<file path="src/rtl/cnt_down_sec_min_hr.sv">
// Loadable hr:min:sec countdown timer with a one-second prescaler.
// It raises a one-cycle done pulse on reaching 00:00:00 and a one-cycle load_err pulse on a rejected preset.
module cnt_down_sec_min_hr #(
  parameter int unsigned TICK_DIV = 1
) (
  input  logic       clk,
  input  logic       rst_n,
  input  logic       load,
  input  logic [5:0] load_sec,
  input  logic [5:0] load_min,
  input  logic [4:0] load_hr,
  input  logic       start,
  input  logic       pause,
  output logic [5:0] sec,
  output logic [5:0] min,
  output logic [4:0] hr,
  output logic       running,
  output logic       done,
  output logic       load_err
);

  localparam int unsigned PW = (TICK_DIV > 1) ? $clog2(TICK_DIV) : 1;
  localparam logic [PW-1:0] PMAX = PW'(TICK_DIV - 1);

  typedef enum logic [1:0] {IDLE, RUN, PAUSE} state_t;

  state_t          state, state_n;
  logic [5:0]      sec_n, min_n;
  logic [4:0]      hr_n;
  logic [PW-1:0]   presc, presc_n;
  logic            done_n, err_n;
  logic            load_ok, nonzero, last, tick;

  assign load_ok = (load_sec <= 6'd59) && (load_min <= 6'd59) && (load_hr <= 5'd23);
  assign nonzero = (sec != 6'd0) || (min != 6'd0) || (hr != 5'd0);
  assign last    = (sec == 6'd1) && (min == 6'd0) && (hr == 5'd0);
  assign tick    = (presc == PMAX);
  assign running = (state == RUN);

  // State and counter registers
  always_ff @(posedge clk) begin
    if (!rst_n) begin
      state    <= IDLE;
      sec      <= 6'd0;
      min      <= 6'd0;
      hr       <= 5'd0;
      presc    <= '0;
      done     <= 1'b0;
      load_err <= 1'b0;
    end else begin
      state    <= state_n;
      sec      <= sec_n;
      min      <= min_n;
      hr       <= hr_n;
      presc    <= presc_n;
      done     <= done_n;
      load_err <= err_n;
    end
  end

  // Next-state, load handling and borrow-chain decrement
  always_comb begin
    state_n = state;
    sec_n   = sec;
    min_n   = min;
    hr_n    = hr;
    presc_n = presc;
    done_n  = 1'b0;
    err_n   = 1'b0;
    case (state)
      IDLE, PAUSE: begin
        if (load) begin
          if (load_ok) begin
            sec_n   = load_sec;
            min_n   = load_min;
            hr_n    = load_hr;
            presc_n = '0;
          end else begin
            err_n = 1'b1;
          end
        end else if (start && nonzero) begin
          // A zero count (also a zero preset loaded while paused) never enters RUN.
          state_n = RUN;
        end
      end
      RUN: begin
        if (pause) begin
          state_n = PAUSE;
        end else if (tick) begin
          presc_n = '0;
          if (sec != 6'd0) begin
            sec_n = sec - 6'd1;
          end else begin
            sec_n = 6'd59;
            if (min != 6'd0) begin
              min_n = min - 6'd1;
            end else begin
              min_n = 6'd59;
              hr_n  = hr - 5'd1;
            end
          end
          if (last) begin
            state_n = IDLE;
            done_n  = 1'b1;
          end
        end else begin
          presc_n = presc + PW'(1);
        end
      end
      default: state_n = IDLE;
    endcase
  end

endmodule

</file>
<file path="config.mk">
export PLATFORM = sky130hd
export DESIGN_NAME = cnt_down_sec_min_hr
export DESIGN_NICKNAME = d
export VERILOG_FILES = /design/src/rtl/cnt_down_sec_min_hr.sv
export SDC_FILE = /design/constraint.sdc
export NUM_CORES = 1
export LEC_CHECK = 0
export CORE_MARGIN = 2
export CORE_UTILIZATION = 33
export DETAILED_ROUTE_END_ITERATION = 8
export GPL_TIMING_DRIVEN = 1
export PLACE_DENSITY = 0.72
export SLEW_MARGIN = 20
export SYNTH_ARGS = -nofsm -noshare
export SYNTH_HDL_FRONTEND = slang
export SYNTH_SLANG_ARGS = --single-unit
</file>
<file path="constraint.sdc">
create_clock -name clk -period 1.8 [get_ports clk]
set_clock_uncertainty 0.2 [all_clocks]
set_input_delay 0.36 -clock clk [delete_from_list [all_inputs] [get_ports clk]]
set_output_delay 0.36 -clock clk [all_outputs]
set_load 0.01 [all_outputs]
</file>
==> impl_metrics.py <==
metrics = {
    "run_status": {
        "outcome": "finished, final reports clean",
    },
    "placement": {
        "place_inst": 290,
        "dp_hpwl_um": 2930,
        "io_buffers": 41,
        "dpl_cell_area_mm2": 0.00213,
        "gp_congestion": 0.825,
    },
    "logic_synthesis": {
        "synthSimpleGateAreaFrac_pct": 24.8,
        "synth-compound-area-share_pct": 27.9,
        "async_flop_share_pct": 0,
        "syn-num-nets": 198,
        "synth-edff-count": 0,
        "yosys.cell_types.count": 51,
        "synthFlopType": "dfxtp_1",
        "synth_fa_ha_area_share_pct": 6.17,
        "ys_seq_area_share_pct": 29.6,
        "synth-seq-cells": 21,
        "synth_cells": 169,
        "ys_warn_count": 0,
        "syn_area_per_cell_um2": 8.40,
        "synth.cell_area_mm2": 0.00142,
        "synth_xor_area_share_pct": 2.47,
        "synth_top_family_by_area": "compound AO/OA/AOI/OAI gates",
        "synthMuxAreaShare_pct": 2.82,
    },
    "global_routing": {
        "grt_use_met2_pct": 29.7,
        "grt_antenna_before_repair": 0,
        "busiest_layer": "met2",
        "use_met3_pct": 2.03,
        "grt_usage_pct": 17.0,
        "grt_pass1_wl_um": 6790,
        "first_global_vias": 1513,
        "met1_usage_pct": 21.9,
        "grt_overflow": 0,
        "grt_start_max_net_pins": 15,
    },
    "power": {
        "power_switching_mw": 1.00,
        "share_seq_of_total_power_pct": 26.8,
        "pwr-share-comb_pct": 60.8,
        "clkPwrFrac_pct": 12.4,
        "switching_share_pct": 40.2,
        "irDropWorstVdd_v": 0.000513,
        "powerDensity_mw_per_mm2": 1090,
        "leakage_nw": 1.03,
        "intPower_mw": 1.49,
    },
    "setup_path": {
        "slowest_stage": "clkdlybuf4s50_1",
        "cp.required_ns": 1.24,
        "worstSetupStartpointType": "register",
        "path_delay_family": "buffers and inverters",
        "cp_max_fo": 6,
        "end_kind": "output pin",
        "cp.buffers_inverters": 1,
        "path_class": "register to output pin",
        "cp-startpoint": "hr[2]",
        "max_stage_delay_ns": 0.55,
        "cp_data_arrival_time_ns": 1.20,
        "crit_chain": "clkdlybuf4s50_1",
        "r2r_start": "sec[0]",
    },
    "clocking": {
        "hold_buffers": 0,
        "clk_pin_slew_ns": 0.08,
        "tritoncts": "done",
        "cts_buffer_depth": 2,
        "cts_buffers": 3,
        "h-tree-depth": 1,
        "clock_sinks": 21,
        "clk_latency_ns": 0.26,
        "clock_tree.root_cell": "clkbuf_8",
    },
    "sta": {
        "tightest_slew_ns": 0.278,
        "hold_viol": 0,
        "finalCriticalPeriod_ns": 1.76,
        "report.final.slew_viol_count": 0,
        "slew_headroom_pct": 81.3,
        "setup_viol": 0,
        "timing.final.crit_share_pct": 97.6,
        "fmax_mhz": 569,
    },
    "die": {
        "die_area_mm2": 0.00484,
        "start_util_pct": 35.0,
        "row_count": 23,
        "die_w_um": 69.6,
        "core_area_mm2": 0.00406,
        "pin_count": 42,
        "die_y_um": 69.6,
    },
    "worst_hold_path": {
        "min_from": "load_sec[5]",
        "hp-class": "input port to register",
    },
    "cells_and_area": {
        "syn2layout_area_growth_pct": 61.6,
        "final_common_cell": "buf_4",
        "drive_above_1_share_pct": 30.8,
        "insertedDiodeCount": 0,
        "layout_common_cells": "buf_4, clkdlybuf4s50_1, nor2_1, nand2_1, a21oi_1",
        "final_cell_area_mm2": 0.00229,
        "layout.cells.non_filler": 297,
        "final_util_pct": 56.6,
        "layout.nets": 277,
    },
    "route": {
        "antenna_left": 0,
        "num_vias": 1512,
        "routed_via_density": 5.09,
        "drc": 0,
        "drtIter0Drc": 26,
        "wl_per_cell_um": 13.4,
        "wl_um": 3990,
        "drt_first_pass_iters": 4,
    },
    "flow_run": {
        "cap_violations": 0,
    },
}
## cells by family (layout without fill, tap and decap cells)
group,Yosys count,after routing
AND/OR/NAND/NOR,65,65
AO/OA/AOI/OAI,51,52
flip-flops,21,21
buffers and inverters,17,94
adder cells (fa/ha/maj),7,7
XOR/XNOR,4,4
multiplexers,4,4
## per-layer routing
layer	wire length (um)	share of wire, %
met4	27	0.68
met2	1950	49
met5	0	0
met1	1830	46
met3	174	4.4
## stage by stage
step / worst slack (ns) / hold WS, ns / total power, mW / TNS [ns]
floorplan: 0.0303 / 0.270 / 1.51 / 0
CTS: 0.00149 / 0.312 / 2.45 / 0
global route: -0.00642 / 0.242 / 2.69 / -0.00642
detailed placement: -0.364 / 0.300 / 2.11 / -5.53
finish: 0.0434 / 0.208 / 2.49 / 0
global placement: -0.342 / 0.287 / 2.10 / -5.33
## path summary, 6_finish.rpt
| check | endpoint | slack (ns) | cells after the start |
|---|---|---|---|
| setup / recovery | hr[2] | 0.04 | 1 |
| hold / removal | sec[5] | 0.21 | 3 |
| setup reg to reg | hr[2] | 0.09 | 7 |
| hold reg to reg | min[4] | 0.31 | 2 |
## state kept, by name, indices dropped and copies added (netlist names)
register,count
done,1
sec,6
min,6
hr,5
state,2
load_err,1
## timing repair
item | 4_1_cts | 5_1_grt
setup endpoints to repair | 28 | 23
pin swaps | 4 | 5
gates cloned | 1 | 0
gates resized for setup | 24 | 20
setup buffers | 1 | 1
## power by group through the flow
stage	sequential (mW)	clock (mW)	combinational [mW]
final	0.667	0.309	1.52
after global routing	0.685	0.345	1.66
after CTS	0.655	0.316	1.48
after detailed placement	0.660	0	1.45
after global placement	0.658	0	1.44
after floorplan	0.721	0	0.792
## area by class of cell
cell class / instances / area (um2)
well taps: 50 / 62.6
clock buffers: 4 / 45.0
flip-flops and latches: 21 / 432
repair buffers: 80 / 731
fillers: 368 / 1760
multi-input cells: 132 / 982
inverters: 10 / 42.5
## Yosys cell counts (2+ instances only)
| library cell | count | area, um2 |
|---|---|---|
| a31oi_1 | 4 | 25.0 |
| a211oi_1 | 2 | 15.0 |
| nand2b_1 | 4 | 25.0 |
| a221oi_1 | 3 | 26.3 |
| nand2_2 | 3 | 18.8 |
| nand2_1 | 19 | 71.3 |
| dfxtp_1 | 21 | 420 |
| o211ai_1 | 3 | 22.5 |
| a211oi_2 | 2 | 25.0 |
| nor2_1 | 18 | 67.6 |
| nor3_1 | 4 | 20.0 |
| buf_6 | 3 | 33.8 |
| o21a_1 | 2 | 15.0 |
| a21oi_1 | 13 | 65.1 |
| clkbuf_1 | 3 | 11.3 |
| nand4b_1 | 2 | 17.5 |
| nand4_1 | 2 | 12.5 |
| ha_1 | 7 | 87.6 |
| mux2i_1 | 4 | 40.0 |
| a32o_1 | 2 | 20.0 |
| inv_1 | 9 | 33.8 |
| o21ai_0 | 5 | 25.0 |
| o221ai_2 | 2 | 30.0 |
| xnor2_1 | 4 | 35.0 |
| a311oi_1 | 2 | 17.5 |
Power figures use the tool's default switching activity.
